===== src/rtl/systolic_pkg.sv =====
// rtl/systolic_pkg.sv - shared types, default widths and the saturating adder for systolic_pe
package systolic_pkg;

    typedef enum logic {
        IDLE = 1'b0,
        ACC  = 1'b1
    } pe_state_t;

    localparam int DEF_DATA_W = 8;
    localparam int DEF_ACC_W  = 19;
    localparam int SAT_MAX_W  = 64;

    // Adds two acc_w-bit values held in the low bits of SAT_MAX_W-wide words.
    // Returns {sum, ovf}; sum occupies the low acc_w bits of the upper field.
    function automatic logic [SAT_MAX_W:0] sat_add(
        input logic [SAT_MAX_W-1:0] acc,
        input logic [SAT_MAX_W-1:0] addend,
        input int                   acc_w,
        input logic                 is_signed,
        input logic                 saturate
    );
        logic [SAT_MAX_W-1:0] mask;
        logic [SAT_MAX_W-1:0] a_m;
        logic [SAT_MAX_W-1:0] b_m;
        logic [SAT_MAX_W-1:0] sum;
        logic [SAT_MAX_W:0]   wide;
        logic                 carry;
        logic                 sa;
        logic                 sb;
        logic                 ss;
        logic                 ovf;

        mask  = (acc_w >= SAT_MAX_W) ? '1 : ((SAT_MAX_W'(1) << acc_w) - SAT_MAX_W'(1));
        a_m   = acc & mask;
        b_m   = addend & mask;
        wide  = {1'b0, a_m} + {1'b0, b_m};
        sum   = wide[SAT_MAX_W-1:0] & mask;
        carry = (wide >> acc_w) != '0;
        sa    = ((a_m >> (acc_w - 1)) & SAT_MAX_W'(1)) != '0;
        sb    = ((b_m >> (acc_w - 1)) & SAT_MAX_W'(1)) != '0;
        ss    = ((sum >> (acc_w - 1)) & SAT_MAX_W'(1)) != '0;
        ovf   = is_signed ? ((sa == sb) && (ss != sa)) : carry;

        if (ovf && saturate) begin
            if (!is_signed) begin
                sum = mask;
            end else if (sa) begin
                sum = ~(mask >> 1) & mask;
            end else begin
                sum = mask >> 1;
            end
        end
        return {sum, ovf};
    endfunction

endpackage


===== src/rtl/pe_acc_add.sv =====
// rtl/pe_acc_add.sv - combinational product extend, accumulate, overflow detect and clamp
module pe_acc_add
    import systolic_pkg::*;
#(
    parameter int DATA_W      = DEF_DATA_W,
    parameter int ACC_W       = DEF_ACC_W,
    parameter int SIGNED_MODE = 0,
    parameter int SATURATE    = 1
) (
    input  logic [2*DATA_W-1:0] prod,
    input  logic [ACC_W-1:0]    acc,
    output logic [ACC_W-1:0]    ext,
    output logic [ACC_W-1:0]    sum,
    output logic                ovf
);

    logic [SAT_MAX_W:0] add_res;

    generate
        if (SIGNED_MODE != 0) begin : g_sext
            assign ext = ACC_W'($signed(prod));
        end else begin : g_zext
            assign ext = ACC_W'(prod);
        end
    endgenerate

    assign add_res = sat_add(SAT_MAX_W'(acc), SAT_MAX_W'(ext), ACC_W,
                             SIGNED_MODE != 0, SATURATE != 0);
    assign sum     = add_res[ACC_W:1];
    assign ovf     = add_res[0];

endmodule


===== src/rtl/systolic_pe.sv =====
// rtl/systolic_pe.sv - two-stage pipelined MAC cell with east/south forwarding and framed results
module systolic_pe
    import systolic_pkg::*;
#(
    parameter int DATA_W      = DEF_DATA_W,
    parameter int ACC_W       = DEF_ACC_W,
    parameter int SIGNED_MODE = 0,
    parameter int SATURATE    = 1
) (
    input  logic              clk,
    input  logic              rst,
    input  logic [DATA_W-1:0] a_in,
    input  logic [DATA_W-1:0] b_in,
    input  logic              in_valid,
    input  logic              in_first,
    input  logic              in_last,
    output logic [DATA_W-1:0] a_out,
    output logic [DATA_W-1:0] b_out,
    output logic              out_valid,
    output logic              out_first,
    output logic              out_last,
    output logic [ACC_W-1:0]  result,
    output logic              result_valid,
    output logic              result_ovf
);

    generate
        if (ACC_W < 2 * DATA_W) begin : g_bad_acc_w
            $error("systolic_pe: ACC_W must be >= 2*DATA_W");
        end
        if (ACC_W > SAT_MAX_W) begin : g_acc_too_wide
            $error("systolic_pe: ACC_W exceeds sat_add width");
        end
    endgenerate

    logic [2*DATA_W-1:0] prod_d;
    logic [2*DATA_W-1:0] prod_q;
    logic                p_valid;
    logic                p_first;
    logic                p_last;
    logic [ACC_W-1:0]    acc_q;
    logic                ovf_q;
    pe_state_t           state;

    logic [ACC_W-1:0]    ext_prod;
    logic [ACC_W-1:0]    add_sum;
    logic                add_ovf;
    logic                start;
    logic [ACC_W-1:0]    acc_next;
    logic                ovf_next;

    generate
        if (SIGNED_MODE != 0) begin : g_smul
            assign prod_d = (2*DATA_W)'($signed(a_in)) * (2*DATA_W)'($signed(b_in));
        end else begin : g_umul
            assign prod_d = (2*DATA_W)'(a_in) * (2*DATA_W)'(b_in);
        end
    endgenerate

    pe_acc_add #(
        .DATA_W      (DATA_W),
        .ACC_W       (ACC_W),
        .SIGNED_MODE (SIGNED_MODE),
        .SATURATE    (SATURATE)
    ) u_acc_add (
        .prod (prod_q),
        .acc  (acc_q),
        .ext  (ext_prod),
        .sum  (add_sum),
        .ovf  (add_ovf)
    );

    // A beat arriving with no open frame starts one even without first.
    always_comb begin
        start    = p_first || (state == IDLE);
        acc_next = start ? ext_prod : add_sum;
        ovf_next = start ? 1'b0 : (ovf_q | add_ovf);
    end

    always_ff @(posedge clk) begin
        if (rst) begin
            a_out        <= '0;
            b_out        <= '0;
            out_valid    <= 1'b0;
            out_first    <= 1'b0;
            out_last     <= 1'b0;
            prod_q       <= '0;
            p_valid      <= 1'b0;
            p_first      <= 1'b0;
            p_last       <= 1'b0;
            acc_q        <= '0;
            ovf_q        <= 1'b0;
            state        <= IDLE;
            result       <= '0;
            result_valid <= 1'b0;
            result_ovf   <= 1'b0;
        end else begin
            a_out        <= a_in;
            b_out        <= b_in;
            out_valid    <= in_valid;
            out_first    <= in_valid & in_first;
            out_last     <= in_valid & in_last;
            prod_q       <= prod_d;
            p_valid      <= in_valid;
            p_first      <= in_valid & in_first;
            p_last       <= in_valid & in_last;
            result_valid <= 1'b0;
            if (p_valid) begin
                acc_q <= acc_next;
                ovf_q <= ovf_next;
                if (p_last) begin
                    result       <= acc_next;
                    result_ovf   <= ovf_next;
                    result_valid <= 1'b1;
                    state        <= IDLE;
                end else begin
                    state        <= ACC;
                end
            end
        end
    end

endmodule


===== config.mk =====
export PLATFORM = sky130hd
export DESIGN_NAME = systolic_pe
export DESIGN_NICKNAME = d
export VERILOG_FILES = /design/src/rtl/systolic_pkg.sv /design/src/rtl/pe_acc_add.sv /design/src/rtl/systolic_pe.sv
export SDC_FILE = /design/constraint.sdc
export NUM_CORES = 1
export LEC_CHECK = 0
export BUFFER_PORTS_ARGS = -buffer_cell sky130_fd_sc_hd__buf_2
export CAP_MARGIN = 30
export CORE_ASPECT_RATIO = 0.8
export CORE_MARGIN = 10
export CORE_UTILIZATION = 40
export DETAILED_ROUTE_END_ITERATION = 7
export GPL_ROUTABILITY_DRIVEN = 1
export PLACE_DENSITY = 0.65
export SLEW_MARGIN = 20
export SYNTH_ARGS = -nofsm -noshare
export SYNTH_HDL_FRONTEND = slang
export SYNTH_SLANG_ARGS = --single-unit

===== constraint.sdc =====
create_clock -name clk -period 8.42 [get_ports clk]
set_clock_uncertainty 0.15 [all_clocks]
set_input_delay 0.421 -clock clk [delete_from_list [all_inputs] [get_ports clk]]
set_output_delay 0.421 -clock clk [all_outputs]
set_load 0.05 [all_outputs]

**Yosys cells after proc, flatten, opt, wreduce, memory -nomap -nowiden**

Cells that the tools add are included.

- Flip-flop bits (word level): 77
- Bits in latches: 0
- Memory bits (writable): 0
- ROM bits: 0
- Input bits: 21
- Output and inout bits: 40
- Memories: 0

- Add/subtract/negate cells: 1
- Multipliers: 1
- Div/mod/pow operators: 0
- Order comparisons: 0
- Equal/unequal tests: 0
- Shifts and indexed selects: 0
- Mux-type cells: 5
- Bitwise gates (word level): 5
- Reductions and logical operators: 4

Operator list:

| kind | count |
|---|---|
| 65-bit nonzero test | 1 |
| 19-bit two-way mux | 2 |
| 19-bit by 16-bit adder with 20-bit output | 1 |
| 8-bit by 8-bit multiplier with 16-bit output | 1 |
| 1-bit two-way mux | 3 |
| 1-bit AND | 2 |
| 1-bit inverter | 2 |
| 2-bit AND reduction | 1 |
| 2-bit OR reduction | 1 |
| 1-bit logical OR | 1 |
| 1-bit OR | 1 |

**Logic depth before layout (Yosys ltp)**

- Depth after elaboration: 4
- Gate-level depth with buffers: 17
- Gate-level depth less buffers: 17

**Modules after synthesis**

Synthesis repeated with hierarchy kept, for this count alone.

- Cell total of the unflattened synthesis: 635
- Area, all modules: 5620.4 um^2

By module, submodules not included:

| module | times used | cells each | area each (um^2) | seq. area each (um^2) |
|---|---|---|---|---|
| systolic_pe | 1 | 477 | 4538.1 | 1541.5 |
| pe_acc_add | 1 | 158 | 1082.3 | 0.0 |

**Worst setup path before layout**

No wires, ideal clock.

- Path type: input to register
- From: input a_in[2]
- To: register prod_q[14]
- Arrival time: 4344 ps
- Data required time: 8149 ps
- Setup slack: 3805 ps
- Stages: 15
- Buffers on the path: 0
- Cell sequence: and2_1 -> fa_1 -> fa_1 -> fa_1 -> inv_1 -> fa_1 -> inv_1 -> ha_1 -> and3_1 -> and3_1 -> a31oi_1 -> o211ai_1 -> a21o_1 -> a21oi_1 -> mux2_2

- Word-level cells in the longest chain between the ends: 1

Ends and longest elaborated chain:

| item | RTL line | source |
|---|---|---|
| start, declared | systolic_pe.sv:12 | `input logic [DATA_W-1:0] a_in,` |
| 8-bit by 8-bit multiplier with 16-bit output | systolic_pe.sv:56 | `assign prod_d = (2*DATA_W)'(a_in) * (2*DATA_W)'(b_in);` |
| end signal, assigned | systolic_pe.sv:103 | `prod_q <= prod_d;` |
| end, declared | systolic_pe.sv:37 | `logic [2*DATA_W-1:0] prod_q;` |

No other way between the ends.
A chain may end at the register's enable or synchronous reset.

**Final worst setup path**

Ends and elaborated chain as after synthesis.

==> impl_metrics.tcl <==
set metrics [dict create \
    timing_worst_slew_pin_value_ns 0.683 \
    first_global_vias 4721 \
    initial_utilization_pct 41.3 \
    finish.instance_area_mm2 0.00639 \
    timing.final.crit_period_ns 4.66 \
    die_area_mm2 0.0193 \
    timing.critical_path.max_delay_family "adder cells" \
    layout-drive-gt1-share_pct 15.1 \
    rsz0062_at_grt "false" \
    grt_overflow_total 0 \
    grt_max_degree 57 \
    critical_path_class "in -> reg" \
    insertion_delay_ns 0.36 \
    crit_path_max_incr_delay_ns 0.54 \
    clk_path_buf_depth 2 \
    place.gp.congestion 0.909 \
    ctsHoldBuffers 0 \
    final.setup.tns_ns 0 \
    multi_input_comb_area_mm2 0.00382 \
    critical_path.reg2reg.startpoint "prod_q[0]$_SDFF_PP0_" \
    min_path_type "in -> reg" \
    yosys_warnings 0 \
    required_ns 8.51 \
    dr_total_vias 4535 \
    drt_drc_violations_left 0 \
    finalNetCount 794 \
    clkSlewWorstSetupHoldPaths_ns 0.06 \
    grt-busiest-layer "met2" \
    post-route-period-util_pct 55.4 \
    worst_vdd_ir_mv 0.128 \
    grt_pass1_wl_mm 23.1 \
    post_synth_main_area_contributors "sky130_fd_sc_hd__dfxtp_1 (27%), sky130_fd_sc_hd__fa_1 (13%), sky130_fd_sc_hd__ha_1 (12%)" \
    drt_iter0_markers 257 \
    critPathMostFrequentCell "sky130_fd_sc_hd__fa_1" \
    diode_count 0 \
    cts_tree "done" \
    synth-seq-cells 77 \
    avgSynthCellArea_um2 8.98 \
    postRouteWirelength_mm 13.4 \
    crit_slowest_cell "sky130_fd_sc_hd__fa_1" \
    placement_rows 38 \
    io_buffers 60 \
    netlist.top_cell.by_area "sky130_fd_sc_hd__dfxtp_1" \
    crit_path_max_fanout 9 \
    postSynthNetCount 740 \
    timing.critical_path.to_type "flip-flop" \
    placed_area_mm2 0.00611 \
    p_per_area_mw_per_mm2 221 \
    synth_enable_flop_cells 0 \
    timing.critical_path.arrival_ns 4.75 \
    post_synth_instance_area_mm2 0.00566 \
    routed_via_density 5.22 \
    postCtsSetupBuffers 0 \
    avgRoutedWirePerCell_um 15.5 \
    critical_path.startpoint_type "input port" \
    io-pin-count 61 \
    post-dp-hpwl_mm 10.2 \
    filler_cell_count 1332 \
    cts_htree_levels 3 \
    ys_types 61 \
    synth_top_area_share_pct 27.3 \
    critical_path.cell_chain "buf_2 > and2_1 > fa_1 > fa_1 > fa_1 > inv_1 > fa_1 > inv_1 > ha_1 > and3_1 > and3_1 > a31oi_1 > o211ai_1 > a21o_1 > a21oi_1 > mux2_2" \
    grt.met1_usage_pct 18.4 \
    area.growth.synth_to_final_pct 13.0 \
    critical_path_buf_inv_count 3 \
    synth_ff_type "sky130_fd_sc_hd__dfxtp_1" \
    groute.usage.overall_pct 14.3 \
    timing.fmax_mhz 214 \
    post_cts.resized_instances 0 \
    final-hold-violation-count 0 \
    static-leakage-power_nw 2.94 \
    tritoncts_num_sinks 77 \
    die_height_um 126 \
    seqCellArea_mm2 0.00154 \
    number_of_antenna_violations_at_the_first_check_in_global_routing 0 \
    grt.met2_usage_pct 23.0 \
    maxSlewViolCount 0 \
    fraction_of_met3_tracks_used_by_global_routing_pct 3.07 \
    core-area_mm2 0.0137 \
    die_x_um 153 \
    synth_seq_area_share_pct 27.3 \
    outcome "finished clean" \
    slew-limit-headroom_pct 54.5 \
    synth_async_sr_flop_share_pct 0 \
    final_report_setup_violation_count 0 \
    syn_inst 630 \
    max_cap_viols 0 \
    postRouteAntennaNets 0 \
    1st_pass_router_iterations 5 \
    hold_path.startpoint "in_last" \
    cts_inserted_buffers 9 \
    cts_root_buffer "sky130_fd_sc_hd__clkbuf_16" \
    crit_path_start "a_in[2]" \
]
## layout by cell type (no fill, tap or decap), types with 5 or more instances in the layout
cell type                   synthesis  final
sky130_fd_sc_hd__xnor2_1            9      9
sky130_fd_sc_hd__o21ai_1            9      9
sky130_fd_sc_hd__nand2_1           57     57
sky130_fd_sc_hd__nand2b_1          26     26
sky130_fd_sc_hd__buf_2              2     60
sky130_fd_sc_hd__o21a_1             8      8
sky130_fd_sc_hd__xor2_1             7      7
sky130_fd_sc_hd__and2_1            51     51
sky130_fd_sc_hd__nor3_1             7      7
sky130_fd_sc_hd__fa_1              37     37
sky130_fd_sc_hd__inv_1             53     53
sky130_fd_sc_hd__ha_1              52     52
sky130_fd_sc_hd__nand3_1            7      7
sky130_fd_sc_hd__a21o_1             7      7
sky130_fd_sc_hd__clkbuf_16          0      9
sky130_fd_sc_hd__o22ai_1            9      9
sky130_fd_sc_hd__a21oi_1           40     40
sky130_fd_sc_hd__nor2_1            32     32
sky130_fd_sc_hd__o21ai_0           18     18
sky130_fd_sc_hd__o211ai_1           8      8
sky130_fd_sc_hd__a31oi_1            5      5
sky130_fd_sc_hd__nor2b_1           28     27
sky130_fd_sc_hd__dfxtp_1           77     77
## cell type report
class	count	area share (%)
flip-flops and latches	77	24.1
clock buffers	13	3.76
well taps	180	3.52
repair buffers	64	5.17
clock inverters	2	0.548
inverters	53	3.11
multi-input cells	479	59.8
## power by group
group / leakage (nW) / internal (mW) / switching, mW / total [mW]
combinational: 2.17 / 0.248 / 0.352 / 0.600
sequential: 0.631 / 0.403 / 0.0258 / 0.428
clock: 0.134 / 0.228 / 0.156 / 0.384
total: 2.94 / 0.878 / 0.533 / 1.41
## worst register-to-register path: cells and delay by family (launching register included)
kind | cells | cell delay [ns]
DFF | 1 | 0.37
adders and majority gates | 2 | 0.63
and+or+nand+nor | 1 | 0.18
buffers and inverters | 1 | 0.07
AOI/OAI and AO/OA | 6 | 1.42
## path summary, 6_finish.rpt
| check | to | slack, ns | cells after the start |
|---|---|---|---|
| worst max-delay path | prod_q[14]$_SDFF_PP0_ | 3.76 | 16 |
| worst min-delay path | p_last$_SDFF_PP0_ | 0.11 | 2 |
| worst min register to register | result[3]$_SDFFE_PP0P_ | 0.29 | 2 |
| worst max register to register | acc_q[14]$_SDFFE_PP0P_ | 5.49 | 10 |
## cells in the mapped netlist, drive strengths merged (2+ instances only)
master and count:
xor2 7, o211ai 8, a32oi 2, a21o 7
a21boi 2, nor2b 28, ha 52, mux2 2
a22o 2, o221ai 3, fa 37, a21oi 43
and2 51, nand3 7, and3 4, nor3 7
nand4 2, o21ai 31, xnor2 9, a31oi 6
or2 3, a211oi 3, o32ai 5, nor2 33
nand2b 26, nand2 57, buf 9, a221oi 2
o22ai 13, clkbuf 12, dfxtp 77, or3 3
o31ai 6, o21a 8, inv 53
## registers in the layout, indices dropped and copies added, names as in the netlist
register	count
a_out	8
acc_q	19
b_out	8
ovf_q	1
p_first	1
p_last	1
p_valid	1
prod_q	16
result	19
result_ovf	1
result_valid	1
state	1
## cell families (layout without fill, tap and decap cells)
| logic type | count (synthesis) | in the layout | share of synthesized area, % |
|---|---|---|---|
| adders and majority gates | 89 | 89 | 24.6 |
| AOI/OAI and AO/OA | 147 | 147 | 19.0 |
| and+or+nand+nor | 225 | 225 | 20.9 |
| muxes | 2 | 2 | 0.398 |
| buffers and inverters | 74 | 132 | 5.29 |
| xor gates and xnor gates | 16 | 16 | 2.48 |
| DFF | 77 | 77 | 27.3 |
## per-stage QoR
step	power, mW	utilization [%]	instances	setup WS (ns)	hold slack, ns
after floorplan	0.912	-	630	3.81	0.287
after global placement	1.02	44.7	853	3.51	0.287
after detailed placement	1.04	44.7	853	3.39	0.286
after CTS	1.43	46.7	868	3.77	0.101
after global routing	1.53	46.7	868	3.56	0.114
final	1.41	46.7	868	3.76	0.113
## routing by layer
layer	routed length, µm	up-vias
li1	-	2249
met1	6520	2184
met2	6140	83
met3	512	19
met4	234	0
met5	0	-
No activity file was read; power rests on OpenSTA's default activity.
